$ cat src/rtl/serial_frame_receiver.sv
// Bit-serial frame receiver: hunts for a sync word, deserializes an MSB-first
// payload, checks a trailing even-parity bit and counts good and bad frames.
module serial_frame_receiver #(
    parameter int                SYNC_W    = 4,
    parameter logic [SYNC_W-1:0] SYNC_WORD = 4'b1011,
    parameter int                DATA_W    = 8,
    parameter int                CNT_W     = 8
) (
    input  logic              CLK,
    input  logic              RST,
    input  logic              input_data,
    output logic [DATA_W-1:0] output_data,
    output logic              data_valid,
    output logic              parity_err,
    output logic              sync_lock,
    output logic [CNT_W-1:0]  frame_count,
    output logic [CNT_W-1:0]  err_count
);

    localparam int FILL_W = $clog2(SYNC_W + 1);
    localparam int BIT_W  = $clog2(DATA_W);

    localparam logic [FILL_W-1:0] FILL_FULL = FILL_W'(SYNC_W);
    localparam logic [FILL_W-1:0] FILL_LAST = FILL_W'(SYNC_W - 1);
    localparam logic [BIT_W-1:0]  BIT_LAST  = BIT_W'(DATA_W - 1);

    typedef enum logic [1:0] {
        HUNT   = 2'd0,
        DATA   = 2'd1,
        PARITY = 2'd2
    } state_t;

    state_t r_state;
    state_t w_nextState;

    logic [SYNC_W-1:0] r_window;
    logic [SYNC_W-1:0] w_nextWindow;
    logic [FILL_W-1:0] r_fill;
    logic [BIT_W-1:0]  r_bitCnt;
    logic [DATA_W-1:0] r_data;
    logic [DATA_W-1:0] r_outData;
    logic              r_dataValid;
    logic              r_parityErr;
    logic              r_syncLock;
    logic [CNT_W-1:0]  r_frameCount;
    logic [CNT_W-1:0]  r_errCount;
    logic              w_match;
    logic              w_parityErr;

    // The fill guard keeps a stale or cleared window from matching before a
    // full sync word has arrived since (re)entering the hunt.
    assign w_nextWindow = {r_window[SYNC_W-2:0], input_data};
    assign w_match      = (w_nextWindow == SYNC_WORD) && (r_fill >= FILL_LAST);
    assign w_parityErr  = (^r_data) ^ input_data;

    always_ff @(posedge CLK or negedge RST) begin
        if (!RST) begin
            r_state <= HUNT;
        end else begin
            r_state <= w_nextState;
        end
    end

    always_comb begin
        w_nextState = r_state;
        case (r_state)
            HUNT: begin
                if (w_match) begin
                    w_nextState = DATA;
                end
            end
            DATA: begin
                if (r_bitCnt == BIT_LAST) begin
                    w_nextState = PARITY;
                end
            end
            PARITY: begin
                w_nextState = HUNT;
            end
            default: begin
                w_nextState = HUNT;
            end
        endcase
    end

    always_ff @(posedge CLK or negedge RST) begin
        if (!RST) begin
            r_window     <= '0;
            r_fill       <= '0;
            r_bitCnt     <= '0;
            r_data       <= '0;
            r_outData    <= '0;
            r_dataValid  <= 1'b0;
            r_parityErr  <= 1'b0;
            r_syncLock   <= 1'b0;
            r_frameCount <= '0;
            r_errCount   <= '0;
        end else begin
            r_dataValid <= 1'b0;
            r_syncLock  <= (w_nextState != HUNT);
            case (r_state)
                HUNT: begin
                    r_window <= w_nextWindow;
                    r_bitCnt <= '0;
                    if (r_fill != FILL_FULL) begin
                        r_fill <= r_fill + FILL_W'(1);
                    end
                end
                DATA: begin
                    r_data   <= {r_data[DATA_W-2:0], input_data};
                    r_bitCnt <= r_bitCnt + BIT_W'(1);
                end
                PARITY: begin
                    r_outData   <= r_data;
                    r_dataValid <= 1'b1;
                    r_parityErr <= w_parityErr;
                    r_window    <= '0;
                    r_fill      <= '0;
                    if (w_parityErr) begin
                        r_errCount <= r_errCount + CNT_W'(1);
                    end else begin
                        r_frameCount <= r_frameCount + CNT_W'(1);
                    end
                end
                default: begin
                    r_window <= '0;
                    r_fill   <= '0;
                end
            endcase
        end
    end

    assign output_data = r_outData;
    assign data_valid  = r_dataValid;
    assign parity_err  = r_parityErr;
    assign sync_lock   = r_syncLock;
    assign frame_count = r_frameCount;
    assign err_count   = r_errCount;

endmodule

$ cat config.mk
export PLATFORM = sky130hd
export DESIGN_NAME = serial_frame_receiver
export DESIGN_NICKNAME = d
export VERILOG_FILES = /design/src/rtl/serial_frame_receiver.sv
export SDC_FILE = /design/constraint.sdc
export NUM_CORES = 1
export LEC_CHECK = 0
export CORE_MARGIN = 2
export CORE_UTILIZATION = 40
export CTS_BUF_LIST = sky130_fd_sc_hd__clkbuf_8 sky130_fd_sc_hd__clkbuf_16
export DETAILED_ROUTE_END_ITERATION = 12
export GPL_ROUTABILITY_DRIVEN = 0
export PLACE_DENSITY = 0.7
export RECOVER_POWER = 50
export SLEW_MARGIN = 15
export SYNTH_ARGS = -nofsm -noshare
export SYNTH_HDL_FRONTEND = slang
export SYNTH_SLANG_ARGS = --single-unit
export TNS_END_PERCENT = 30
$ cat constraint.sdc
create_clock -name CLK -period 2.6 [get_ports CLK]
set_input_delay 0.78 -clock CLK [delete_from_list [all_inputs] [get_ports CLK]]
set_output_delay 0.78 -clock CLK [all_outputs]
set_load 0.02 [all_outputs]
==> results.md, run 1 <==
- Vias/cell: just under 5
- First-pass GRT wire length: around 7300 um
- Power density cells: about 1100 nW/um^2
- Congestion Overflow GR: 0
- Area of the die: 6280 um^2
- Antenna Diode Count: 0
- Leak pwr: 1.31 nW
- VDD IR max: ~0.67 mV
- Met1 Track Usage GR: roughly a fifth
- Prevailing post-synth register cell: dfrtp_1
- Hold Path Class: flop to flop
- Pre-CTS setup slack: -0.0171 ns
- Post-CTS sizing: 0
- Yosys warnings: 0
- Largest family of logic cells by synthesized area: simple AND/OR/NAND/NOR gates
- H-tree lvl count: 2
- Initial antenna violation count: 0
- Routing usage on met3: between 3 and 4%
- Slowest library cell on the worst path: clkdlybuf4s50_1
- CTS Hold Buffers Added: 0
- Worst Hold End: output_data[4]$_DFFE_PN0P_
- Mean post-synth cell area: roughly 10 um^2
- WL per Instance: 13.0 um
- Reg-to-reg setup timing slack: between 0.5 and 0.6 ns
- Syn Std Cell Area: 2270 um^2
- Internal: 1.78 mW
- Largest net degree at the start of global routing: 47
- Root Buffer: clkbuf_8
- Final ANT Viol Nets: 0
- Residual DRC: 0
- Hold-critical path depth: 2
- Asr flop ratio synth: 100%
- Post-route design area: between 2000 and 3000 um^2
- Cell Chain, Critical Path: clkdlybuf4s50_1 > xnor3_1 > buf_4 > nor3_1 > mux2i_1 > xnor2_1
- Post-Synth Simple-Gate Area: 21.1%
- Combinational Power Share: a little under half
- Critical Path Sink Type: flop
- Top Family by Delay on Critical Path: buffers and inverters
- Clk network pwr share: between 10% and 20%
- Setup crit start kind: primary input
- Minimum clock period: between 2 and 2.5 ns
- Synth top area cells: dfrtp_1, nand2_1, mux2i_1
- Maximum clock frequency: about 440 MHz
- R2R Path Start: r_data[3]$_DFFE_PN0P_
- Post-synthesis mux area share: a little under 9%
- Floorplan Core Area: around 5500 um^2
- Synth Area in Compound Gates: under 10%
- Drt initial violations: about 120
- Net Count, Synth: 230
- Period utilization: roughly 90%
- Share of the synthesized area in the top cell type: about half
- Number of unique standard cell types used by synthesis: 34
- GR Util All Layers: around 15%
- Unrepaired setup endpoints after global routing: false
- Worst Skew: about 0.0055 ns
- Final setup fails: 0
- I/O Buffers: 29
- CTS tree: done
- Core Rows: 27
- Commonest non-fill, non-tap cell in the layout: nand2_1
- Met2 track demand over resource: 23.0%
- DR vias: around 1.6k
- Most frequent cells in the layout: nand2_1, dfrtp_1, clkdlybuf4s50_1, mux2i_1
- Post-Synth Adder-Cell Area: around 3.9%
- Final net count: ~270
- Drt total wl: 4280 um
- Clock sink count: 46
- Flops & latches, synth: 46
- CP required: about 2.8 ns
- EDFF count, synth: 0
- Final hold vios: 0
- Busiest grt layer: met2
- Worst skew pair latency: roughly 0.3 ns
- # Post-CTS Setup Buffers: 0
- Area leader, netlist: dfrtp_1
- Number of buffers created by CTS: 5
- Vias in the first global route: between 1.5k and 2k
- Setup tns final: 0 ns
- Power after layout: 2.95 mW
- Drt first pass iters: 4
- R2r endpoint: err_count[1]$_DFFE_PN0P_
- Relative slew slack: approximately a quarter
- Sw Ratio: between 30% and 40%
- Outcome: completed
- Worst Path Arrival: around 2.5 ns
- Clock Tree Buf Depth: 2
- Power share of the sequential group: between 30% and 40%
- Clk slew on worst S/H paths: 0.09 ns
- Max-cap viol count: 0
- R2r worst-path depth: 4
- Sw power: 1.18 mW
- Actual slew at the worst max-slew pin: ~1.1 ns
- CP Class: primary input to flop
- Sequential share of the synthesized area: 50.8%
- Post-Synthesis Cells: 220
- Initial Utilization: between 40% and 50%
- I/O pin count: 30
- Buffers plus inverters on the worst setup path: 2
- P&R area growth vs syn: 21.7%
- Die Ht: between 70 and 80 um
- Critical path peak fanout: 8
- Max incr delay on CP: 0.51 ns
- Synth Area in XOR/XNOR: ~10%
- HPWL after DPL: around 3000 um
- Hold slack: between 0.4 and 0.5 ns
- Final slew viol count: 0
- Die Span X: about 79 um
- Placed inst area: around 2700 um^2
- Hold path start: output_data[4]$_DFFE_PN0P_
- Layout cells sized above 1: 8.53%
- Setup WS post-layout: 0.314 ns
per-stage QoR:
stage,instances,utilization (%)
2_1_floorplan,220,-
3_3_place_gp,322,48.9
3_5_place_dp,322,48.9
4_1_cts,330,50.6
5_1_grt,330,50.4
6_report,330,50.4
layer usage:
layer | wire, um | vias to the layer above
met5 | 0 | -
met4 | 69 | 0
met3 | 177 | 9
met2 | 1870 | 33
met1 | 2170 | 767
li1 | - | 815
area by class of cell:
type | instances | area, um^2
tap | 72 | 90.1
multi-input combinational | 159 | 1050
fill | 528 | 2720
timing repair buffer | 40 | 358
inverter | 5 | 18.8
clock inverter | 3 | 21.3
sequential | 46 | 1150
clock buffer | 5 | 68.8
state kept, by name, summed over array words and instances (netlist names):
signal and flops:
r_state 2, r_bitCnt 3, r_window 3, frame_count 8
r_fill 3, parity_err 1, output_data 8, r_data 8
data_valid 1, err_count 8, sync_lock 1
how the worst max path moves through the flow:
stage                           from                          to  slack [ns]  cells past startpoint
after floorplan           input_data  frame_count[4]$_DFFE_PN0P_        0.64                      5
after global placement    input_data    err_count[6]$_DFFE_PN0P_        0.05                      6
after detailed placement  input_data    err_count[3]$_DFFE_PN0P_       -0.02                      6
after CTS                 input_data    err_count[3]$_DFFE_PN0P_        0.31                      6
after global routing      input_data    err_count[3]$_DFFE_PN0P_        0.22                      6
final                     input_data    err_count[3]$_DFFE_PN0P_        0.31                      6
cells by family after synthesis:
logic type | after synthesis
compound gates | 9
xor+xnor | 21
fa+ha+maj | 7
buf+inv | 15
flops | 46
mux | 19
simple gates | 103
synthesized netlist by cell type, drive strengths merged, types with 3 or more instances:
library cell	number
a21oi	3
buf	3
clkbuf	7
dfrtp	46
ha	7
inv	5
mux2	3
mux2i	16
nand2	53
nand3	8
nand4	5
nand4b	3
nor2	10
nor3	12
o21ai	3
xnor2	12
xor2	6
worst min-delay path: stages (launching register included):
cell,delay [ns]
dfrtp_1,0.35
nand2_1,0.05
nand2_1,0.05
power groups by stage:
stage	clock network, mW	logic (mW)	registers, mW
after CTS	0.454	1.43	1.11
after floorplan	0	0.995	1.18
final	0.445	1.40	1.11
after detailed placement	0	1.43	1.12
after global routing	0.500	1.53	1.14
after global placement	0	1.39	1.11
(Power assumes the default switching activity.)
==> inputs of run 2 (changes only) <==
Settings changed: CAP_MARGIN from default to 0.
Clock period 2.6 ns to 2.9 ns, I/O delays scaled along.
==> run 2 against run 1 <==
Net effect:
- register-to-register slack improved by 0.24 ns
- clock power grew 9.4%
- routed wire length rose by 1.6%
- worst hold slack worse by 0.0058 ns
- total power fell by 7.8%
- setup slack improved by 0.18 ns
- flip-flop and latch count unchanged
- sequential power shrank 8%
- die area stayed put
- first-iteration DRC count shrank 0.81%
- global-route usage is 0.13 points higher
- critical endpoint is now frame_count[6]$_DFFE_PN0P_
- largest cell class unchanged
- highest routed layer unchanged
==> results.md, run 2 (synthesized netlist as in run 1, its figures left out) <==
- Outcome: completed (unchanged)
- Root Buffer: clkbuf_8 (unchanged)
- Met1 Track Usage GR: 21.7% (was 20.6%)
- GR Util All Layers: 15.2% (was 15.1%)
- Antenna Diode Count: 0 (unchanged)
- H-tree lvl count: 2 (unchanged)
- Die Span X: 79.3 um (unchanged)
- Clock Tree Buf Depth: 2 (unchanged)
- Vias in the first global route: 1582 (was 1606)
- P&R area growth vs syn: 21.4% (was 21.7%)
- Hold slack: 0.472 ns (was 0.478 ns)
- Sw power: 1.06 mW (was 1.18 mW)
- CTS Hold Buffers Added: 0 (unchanged)
- Top Family by Delay on Critical Path: buffers and inverters (unchanged)
- Final setup fails: 0 (unchanged)
- Initial Utilization: 41.4% (unchanged)
- I/O Buffers: 29 (unchanged)
- Final slew viol count: 0 (unchanged)
- Combinational Power Share: 44.6% (was 47.4%)
- Post-CTS sizing: 0 (unchanged)
- Critical Path Sink Type: flop (unchanged)
- Period utilization: 83.0%
- Setup crit start kind: primary input (unchanged)
- Number of buffers created by CTS: 5 (unchanged)
- Largest net degree at the start of global routing: 47 (unchanged)
- Slowest library cell on the worst path: dlygate4sd3_1 (was clkdlybuf4s50_1)
- Setup tns final: 0 ns (unchanged)
- Dpl cells: 317 (was 322)
- Worst Path Arrival: 2.60 ns (was 2.48 ns)
- Drt first pass iters: 4 (unchanged)
- Power density cells: 990 nW/um^2 (was 1070 nW/um^2)
- Max-cap viol count: 0 (unchanged)
- Minimum clock period: 2.41 ns
- Busiest grt layer: met2 (unchanged)
- Max incr delay on CP: 0.58 ns (was 0.51 ns)
- Clock sink count: 46 (unchanged)
- Floorplan Core Area: 5470 um^2 (unchanged)
- Congestion Overflow GR: 0 (unchanged)
- Leak pwr: 1.31 nW (about the same)
- Clk slew on worst S/H paths: 0.09 ns (about the same)
- Internal: 1.66 mW (was 1.78 mW)
- Initial antenna violation count: 0 (unchanged)
- CP Class: primary input to flop (unchanged)
- Worst Skew: 0.00607 ns (was 0.00548 ns)
- Buffers plus inverters on the worst setup path: 2 (unchanged)
- CTS tree: done (unchanged)
- CP required: 3.09 ns (was 2.79 ns)
- I/O pin count: 30 (unchanged)
- Drt initial violations: 122 (was 123)
- Final net count: 262 (was 267)
- Relative slew slack: 23.8% (was 25.6%)
- First-pass GRT wire length: 7470 um (was 7350 um)
- Commonest non-fill, non-tap cell in the layout: nand2_1 (unchanged)
- Hold Path Class: flop to flop (unchanged)
- Routing usage on met3: 3.41% (was 3.64%)
- Power share of the sequential group: 37.5% (about the same)
- Layout cells sized above 1: 7.51% (was 8.53%)
- Residual DRC: 0 (unchanged)
- Core Rows: 27 (unchanged)
- Critical path peak fanout: 11 (was 8)
- Most frequent cells in the layout: nand2_1, dfrtp_1, clkdlybuf4s50_1, mux2i_1 (unchanged)
- Final std cells w/o fill: 325 (was 330)
- Vias/cell: 5.07 (was 4.92)
- Cell Chain, Critical Path: dlygate4sd3_1 > xor3_1 > buf_4 > nor3_1 > mux2i_1 > xnor2_1 (was clkdlybuf4s50_1 > xnor3_1 > buf_4 > nor3_1 > mux2i_1 > xnor2_1)
- Sw Ratio: 39.0% (was 39.8%)
- Die Ht: 79.3 um (unchanged)
- # Post-CTS Setup Buffers: 0 (unchanged)
- HPWL after DPL: 2900 um (was 3040 um)
- Final hold vios: 0 (unchanged)
- Worst skew pair latency: 0.30 ns (about the same)
- DR vias: 1649 (was 1624)
- Maximum clock frequency: approximately 420 MHz
- VDD IR max: 0.442 mV (was 0.668 mV)
- Final ANT Viol Nets: 0 (unchanged)
- Area of the die: 6280 um^2 (unchanged)
- Clk network pwr share: 17.9% (was 15.1%)
- WL per Instance: 13.4 um (was 13.0 um)
- Drt total wl: 4350 um (was 4280 um)
- Unrepaired setup endpoints after global routing: false (unchanged)
- Met2 track demand over resource: 22.8% (was 23.0%)
- Actual slew at the worst max-slew pin: 1.14 ns (was 1.12 ns)
run 2: changes by cell type in the layout (fill, tap and decap cells not counted), sizes merged:
cell | before | now
buf | 9 | 6
clkbuf | 8 | 6
inv | 5 | 6
clkinvlp | 1 | 0
clkinv | 2 | 1
dlygate4sd3 | 0 | 1
clkdlybuf4s50 | 28 | 27
bufinv | 0 | 1
run 2: worst paths after layout:
path | end | slack (ns) | start | cells past startpoint
worst max-delay path | frame_count[6]$_DFFE_PN0P_ | 0.49 | input_data | 6
worst min-delay path | err_count[7]$_DFFE_PN0P_ | 0.47 | err_count[7]$_DFFE_PN0P_ | 1
worst max register to register | err_count[1]$_DFFE_PN0P_ | 0.77 | r_data[3]$_DFFE_PN0P_ | 4
worst min register to register | err_count[7]$_DFFE_PN0P_ | 0.47 | err_count[7]$_DFFE_PN0P_ | 1
max in group asynchronous | frame_count[4]$_DFFE_PN0P_ | 1.34 | RST | 2
min in group asynchronous | output_data[7]$_DFFE_PN0P_ | 0.87 | RST | 2
run 2: through the flow:
stage,worst slack (ns),total power [mW],util (%),area [um^2]
after floorplan,0.848,1.95,-,2270
after global placement,0.302,2.23,48.2,2640
after detailed placement,0.252,2.26,48.2,2640
after CTS,0.561,2.75,50.3,2750
after global routing,0.358,2.91,50.3,2750
final,0.493,2.72,50.3,2750
run 2: power by group through the flow:
stage	registers [mW]	logic (mW)	clock network [mW]
finish	1.02	1.21	0.487
global route	1.05	1.33	0.529
CTS	1.02	1.23	0.501
detailed placement	1.04	1.23	0
global placement	1.03	1.20	0
floorplan	1.05	0.892	0
run 2: cell type report:
cell class / instances / area [um^2]
fill: 535 / 2720
sequential: 46 / 1150
multi-input combinational: 159 / 1050
timing repair buffer: 35 / 328
tap: 72 / 90.1
clock buffer: 5 / 68.8
clock inverter: 3 / 43.8
inverter: 5 / 18.8
run 2: routing by layer:
metal / wire length [um] / share of wire [%]
met2: 1910 / 44
met3: 198 / 4.5
met5: 0 / 0
met1: 2190 / 50
met4: 49 / 1.1
run 2: worst register-to-register path, cell delays in order, from the launching register on:
cell and delay (ns):
dfrtp_1 0.43, xor2_1 0.18, xnor3_2 0.70, mux2i_1 0.36, mux2_1 0.36
==> inputs of run 3 (changes only) <==
Settings changed: PLACE_DENSITY 0.7 to 0.72.
Clock period 2.9 ns to 2.1 ns, I/O delays scaled along.
==> run 3 against run 2 <==
Net effect:
- via count is 0.67% higher
- total power is 40% higher
- critical path depth is 5 lower
- critical path type is now flop to output pin
- clock-buffer cell count is 1 higher
- sequential power is 35% higher
- register-to-register slack worse by 0.54 ns
- combinational power is 56% higher
- highest routed layer unchanged
- core utilization is 0.82 points higher
- routed wire length is 0.69% higher
- clock skew is 0.0010 ns lower
- worst hold slack worse by 0.0024 ns
==> results.md, run 3 (synthesized netlist as in run 1, its figures left out) <==
- Outcome: completed (unchanged)
- P&R area growth vs syn: 23.4% (was 21.4%)
- Max-cap viol count: 0 (unchanged)
- Vias in the first global route: 1660 (was 1582)
- Final setup fails: 0 (unchanged)
- Power share of the sequential group: 36.2% (was 37.5%)
- HPWL after DPL: 3140 um (was 2900 um)
- Die Ht: 79.3 um (unchanged)
- Congestion Overflow GR: 0 (unchanged)
- Sw Ratio: 38.6% (was 39.0%)
- Final net count: 271 (was 262)
- Power density cells: 1360 nW/um^2 (was 990 nW/um^2)
- Crit path depth: 1 (was 6)
- WL per Instance: 13.1 um (was 13.4 um)
- Residual DRC: 0 (unchanged)
- Initial antenna violation count: 0 (unchanged)
- Clock sink count: 46 (unchanged)
- Internal: 2.34 mW (was 1.66 mW)
- Critical Path Sink Type: output pin (was flop)
- CP Class: flop to output pin (was primary input to flop)
- Post-route design area: 2800 um^2 (was 2750 um^2)
- Worst Skew: 0.00507 ns (was 0.00607 ns)
- Minimum clock period: ~2.0 ns
- # Post-CTS Setup Buffers: 0 (unchanged)
- R2R Path Start: r_data[3]$_DFFE_PN0P_ (unchanged)
- Slowest library cell on the worst path: clkdlybuf4s50_1 (was dlygate4sd3_1)
- Die Span X: 79.3 um (unchanged)
- DR vias: 1660 (was 1649)
- Final hold vios: 0 (unchanged)
- H-tree lvl count: 2 (unchanged)
- Clk network pwr share: 14.2% (was 17.9%)
- Placed inst area: 2710 um^2 (was 2640 um^2)
- Top Family by Delay on Critical Path: buffers and inverters (unchanged)
- Multi-input logic area: 1050 um^2 (about the same)
- Core Rows: 27 (unchanged)
- Clock Tree Buf Depth: 2 (unchanged)
- Worst Path Arrival: 1.39 ns (was 2.60 ns)
- Vias/cell: 4.97 (was 5.07)
- Root Buffer: clkbuf_8 (unchanged)
- Power after layout: 3.80 mW (was 2.72 mW)
- I/O pin count: 30 (unchanged)
- VDD IR max: 0.617 mV (was 0.442 mV)
- Layout cells sized above 1: 9.54% (was 7.51%)
- Buffers plus inverters on the worst setup path: 1 (was 2)
- Unrepaired setup endpoints after global routing: false (unchanged)
- CP required: 1.47 ns (was 3.09 ns)
- First-pass GRT wire length: 7670 um (was 7470 um)
- Relative slew slack: 23.1% (was 23.8%)
- Sw power: 1.47 mW (was 1.06 mW)
- Period utilization: 96.3%
- Actual slew at the worst max-slew pin: 1.15 ns (was 1.14 ns)
- Register Area: 1150 um^2 (unchanged)
- Max incr delay on CP: 0.65 ns (was 0.58 ns)
- CTS Hold Buffers Added: 0 (unchanged)
- Critical path peak fanout: 6 (was 11)
- Post-CTS sizing: 0 (unchanged)
- Antenna Diode Count: 0 (unchanged)
- Most frequent cells in the layout: nand2_1, dfrtp_1, clkdlybuf4s50_1, mux2i_1 (unchanged)
- Commonest non-fill, non-tap cell in the layout: nand2_1 (unchanged)
- Drt initial violations: 119 (was 122)
- Worst skew pair latency: 0.30 ns (about the same)
- Hold slack: 0.470 ns (was 0.472 ns)
- Setup crit start kind: flop (was primary input)
- Number of buffers created by CTS: 5 (unchanged)
- Final ANT Viol Nets: 0 (unchanged)
- Cell Chain, Critical Path: clkdlybuf4s50_1 (was dlygate4sd3_1 > xor3_1 > buf_4 > nor3_1 > mux2i_1 > xnor2_1)
- Final slew viol count: 0 (unchanged)
- Maximum clock frequency: slightly below 500 MHz
- Area of the die: 6280 um^2 (unchanged)
- GR Util All Layers: 15.8% (was 15.2%)
- Hold Path Class: flop to flop (unchanged)
- Met1 Track Usage GR: 21.3% (was 21.7%)
- Busiest grt layer: met2 (unchanged)
- Initial Utilization: 41.4% (unchanged)
- Hold-critical path depth: 1 (unchanged)
- Routing usage on met3: 3.98% (was 3.41%)
- Combinational Power Share: 49.6% (was 44.6%)
- CTS tree: done (unchanged)
- Met2 track demand over resource: 24.1% (was 22.8%)
- Leak pwr: 1.37 nW (was 1.31 nW)
- Hold path start: err_count[7]$_DFFE_PN0P_ (unchanged)
- R2r worst-path depth: 4 (unchanged)
- Drt total wl: 4380 um (was 4350 um)
- Fill count: 512 (was 535)
- Drt first pass iters: 4 (unchanged)
- Floorplan Core Area: 5470 um^2 (unchanged)
- I/O Buffers: 29 (unchanged)
- Largest net degree at the start of global routing: 24 (was 47)
- CP Launch Point: err_count[1]$_DFFE_PN0P_ (was input_data)
- Clk slew on worst S/H paths: 0.08 ns (was 0.09 ns)
run 3: final cells by class:
class                      instances  area share, %
sequential                        46           41.2
multi-input combinational        159           37.7
timing repair buffer              44           14.0
tap                               72           3.22
clock buffer                       6           2.95
inverter                           5          0.671
clock inverter                     2          0.313
run 3: power by group through the flow:
stage               clock network (mW)  logic, mW  registers [mW]
global route                     0.613       2.06            1.42
finish                           0.541       1.89            1.38
global placement                     0       1.85            1.39
CTS                              0.570       1.89            1.38
detailed placement                   0       1.88            1.40
floorplan                            0       1.23            1.46
run 3: layer usage:
layer / vias to the layer above / part of all wire, %
li1: 819 / -
met1: 793 / 49
met2: 42 / 44
met3: 6 / 4.4
met4: 0 / 1.9
met5: - / 0
run 3: final timing paths:
check	slack, ns	to
min in group asynchronous	0.54	output_data[4]$_DFFE_PN0P_
hold reg to reg	0.47	err_count[7]$_DFFE_PN0P_
hold / removal	0.47	err_count[7]$_DFFE_PN0P_
setup / recovery	0.08	err_count[1]
max in group asynchronous	0.45	err_count[2]$_DFFE_PN0P_
setup reg to reg	0.23	err_count[1]$_DFFE_PN0P_
run 3: stage by stage:
stage	setup slack, ns	util (%)	TNS (ns)	instances
after global placement	-0.269	49.5	-3.30	326
after CTS	0.0366	51.1	0	334
after global routing	0.0284	51.1	0	334
after detailed placement	-0.293	49.5	-3.87	326
final	0.0769	51.1	0	334
after floorplan	0.288	-	0	220
==> RTL change (flow settings as in run 3) <==
Change the parameter `SYNC_W` from 4 to 8.
--- a/src/rtl/serial_frame_receiver.sv
+++ b/src/rtl/serial_frame_receiver.sv
@@ -2,5 +2,5 @@
 // payload, checks a trailing even-parity bit and counts good and bad frames.
 module serial_frame_receiver #(
-    parameter int                SYNC_W    = 4,
+    parameter int                SYNC_W    = 8,
     parameter logic [SYNC_W-1:0] SYNC_WORD = 4'b1011,
     parameter int                DATA_W    = 8,
Function: changed (Yosys sat finds a counterexample within 10 cycles, from zero or initial values and one cycle with RST low).
==> RTL change against run 3 <==
Worst setup slack lost 4.5 ps; sequential cell count up 5; cell count rose by 5.7%; total power is 4.3% lower; hold slack gained 11 ps; final area grew 6.8%; wire length is 6.6% higher; clock power rose by 2%; area after synthesis grew 8.4%; critical path type unchanged; critical endpoint is now err_count[2]; largest power group unchanged.
==> RTL change: results (changes against run 3) <==
- Synth Area in XOR/XNOR: 0.0962 (-0.00426)
- Reg2Reg Setup Slack: 210 ps (-20 ps)
- Top cells by area, synth: dfrtp_1 52%, nand2_1 8.4%, mux2i_1 8.1%, xnor2_1 5.3%, ha_1 3.1%
- Layout Nets: 286 (+5.5%)
- DPL Wire Length: 3300 um (+5.1%)
- Run status: completed
- WL met1: 2300 um (+6.6%)
- HP Start: output_data[3]
- Vias in the first global route: 1731 (+4.3%)
- Reg2Reg Launch Point: r_data[3]
- Met3 wire len: 155 um (-19%)
- Non-filler cells, final: 353 (+5.7%)
- Total GRT Usage: 0.154 (-0.00386)
- Lkg Pwr: 1.35 nW (-1.2%)
- Hold_ws: 481 ps (+11.2 ps)
- Sequential fraction of the synthesis area: 0.519 (+0.0113)
- Fmax: 493 MHz (-0.22%)
- Count of different cell masters after synthesis: 32 (-5.9%)
- CP startpoint: err_count[2]
- First-pass GRT wire length: 7980 um (+4.1%)
- Comb power frac: 0.471 (-0.025)
- Cell Area, Placed: 2900 sq um (+7.2%)
- Max Clock Skew: 6.66 ps (+1.59 ps)
- Comb power: 1.71 mW (-9.5%)
- Commonest cells post-synth: 55 x nand2_1, 51 x dfrtp_1, 20 x mux2i_1
- Layout cell share with drive strength beyond 1: 0.0791 (-0.0163)
- DRT iter0 DRCs: 131 (+10%)
- CP endpoint: err_count[2]
- Largest net degree at the start of global routing: 32 (+33%)
- WL per Instance: 13.2 um (+0.88%)
- Placement Setup Slack: -352 ps (-58.3 ps)
[RTL change: cell types whose count changed in the layout (fill, tap and decap cells not counted), moves of 2 or more]
cell | before | now
nor2_1 | 9 | 15
dfrtp_1 | 46 | 51
mux2i_1 | 16 | 20
nor4_1 | 2 | 6
clkdlybuf4s50_1 | 25 | 28
dlymetal6s2s_1 | 3 | 0
nand3_1 | 8 | 5
xnor2_1 | 12 | 15
mux2_4 | 2 | 0
nand2_1 | 53 | 55
nand4b_1 | 3 | 1
xor2_1 | 6 | 4
[RTL change: cell type report]
cell class              count  area (sq um)
clock buffers               5          68.8
clock inverters             3          16.3
fillers                   545          2940
inverters                   4          15.0
multi-input cells         172          1120
flip-flops and latches     51          1280
well taps                  75          93.8
repair buffers             43           394
[RTL change: per-layer routing]
metal | up-vias | global-route usage
met5 | - | 0
li1 | 877 | -
met2 | 44 | 0.234
met4 | 0 | 0.0600
met3 | 7 | 0.0283
met1 | 842 | 0.218
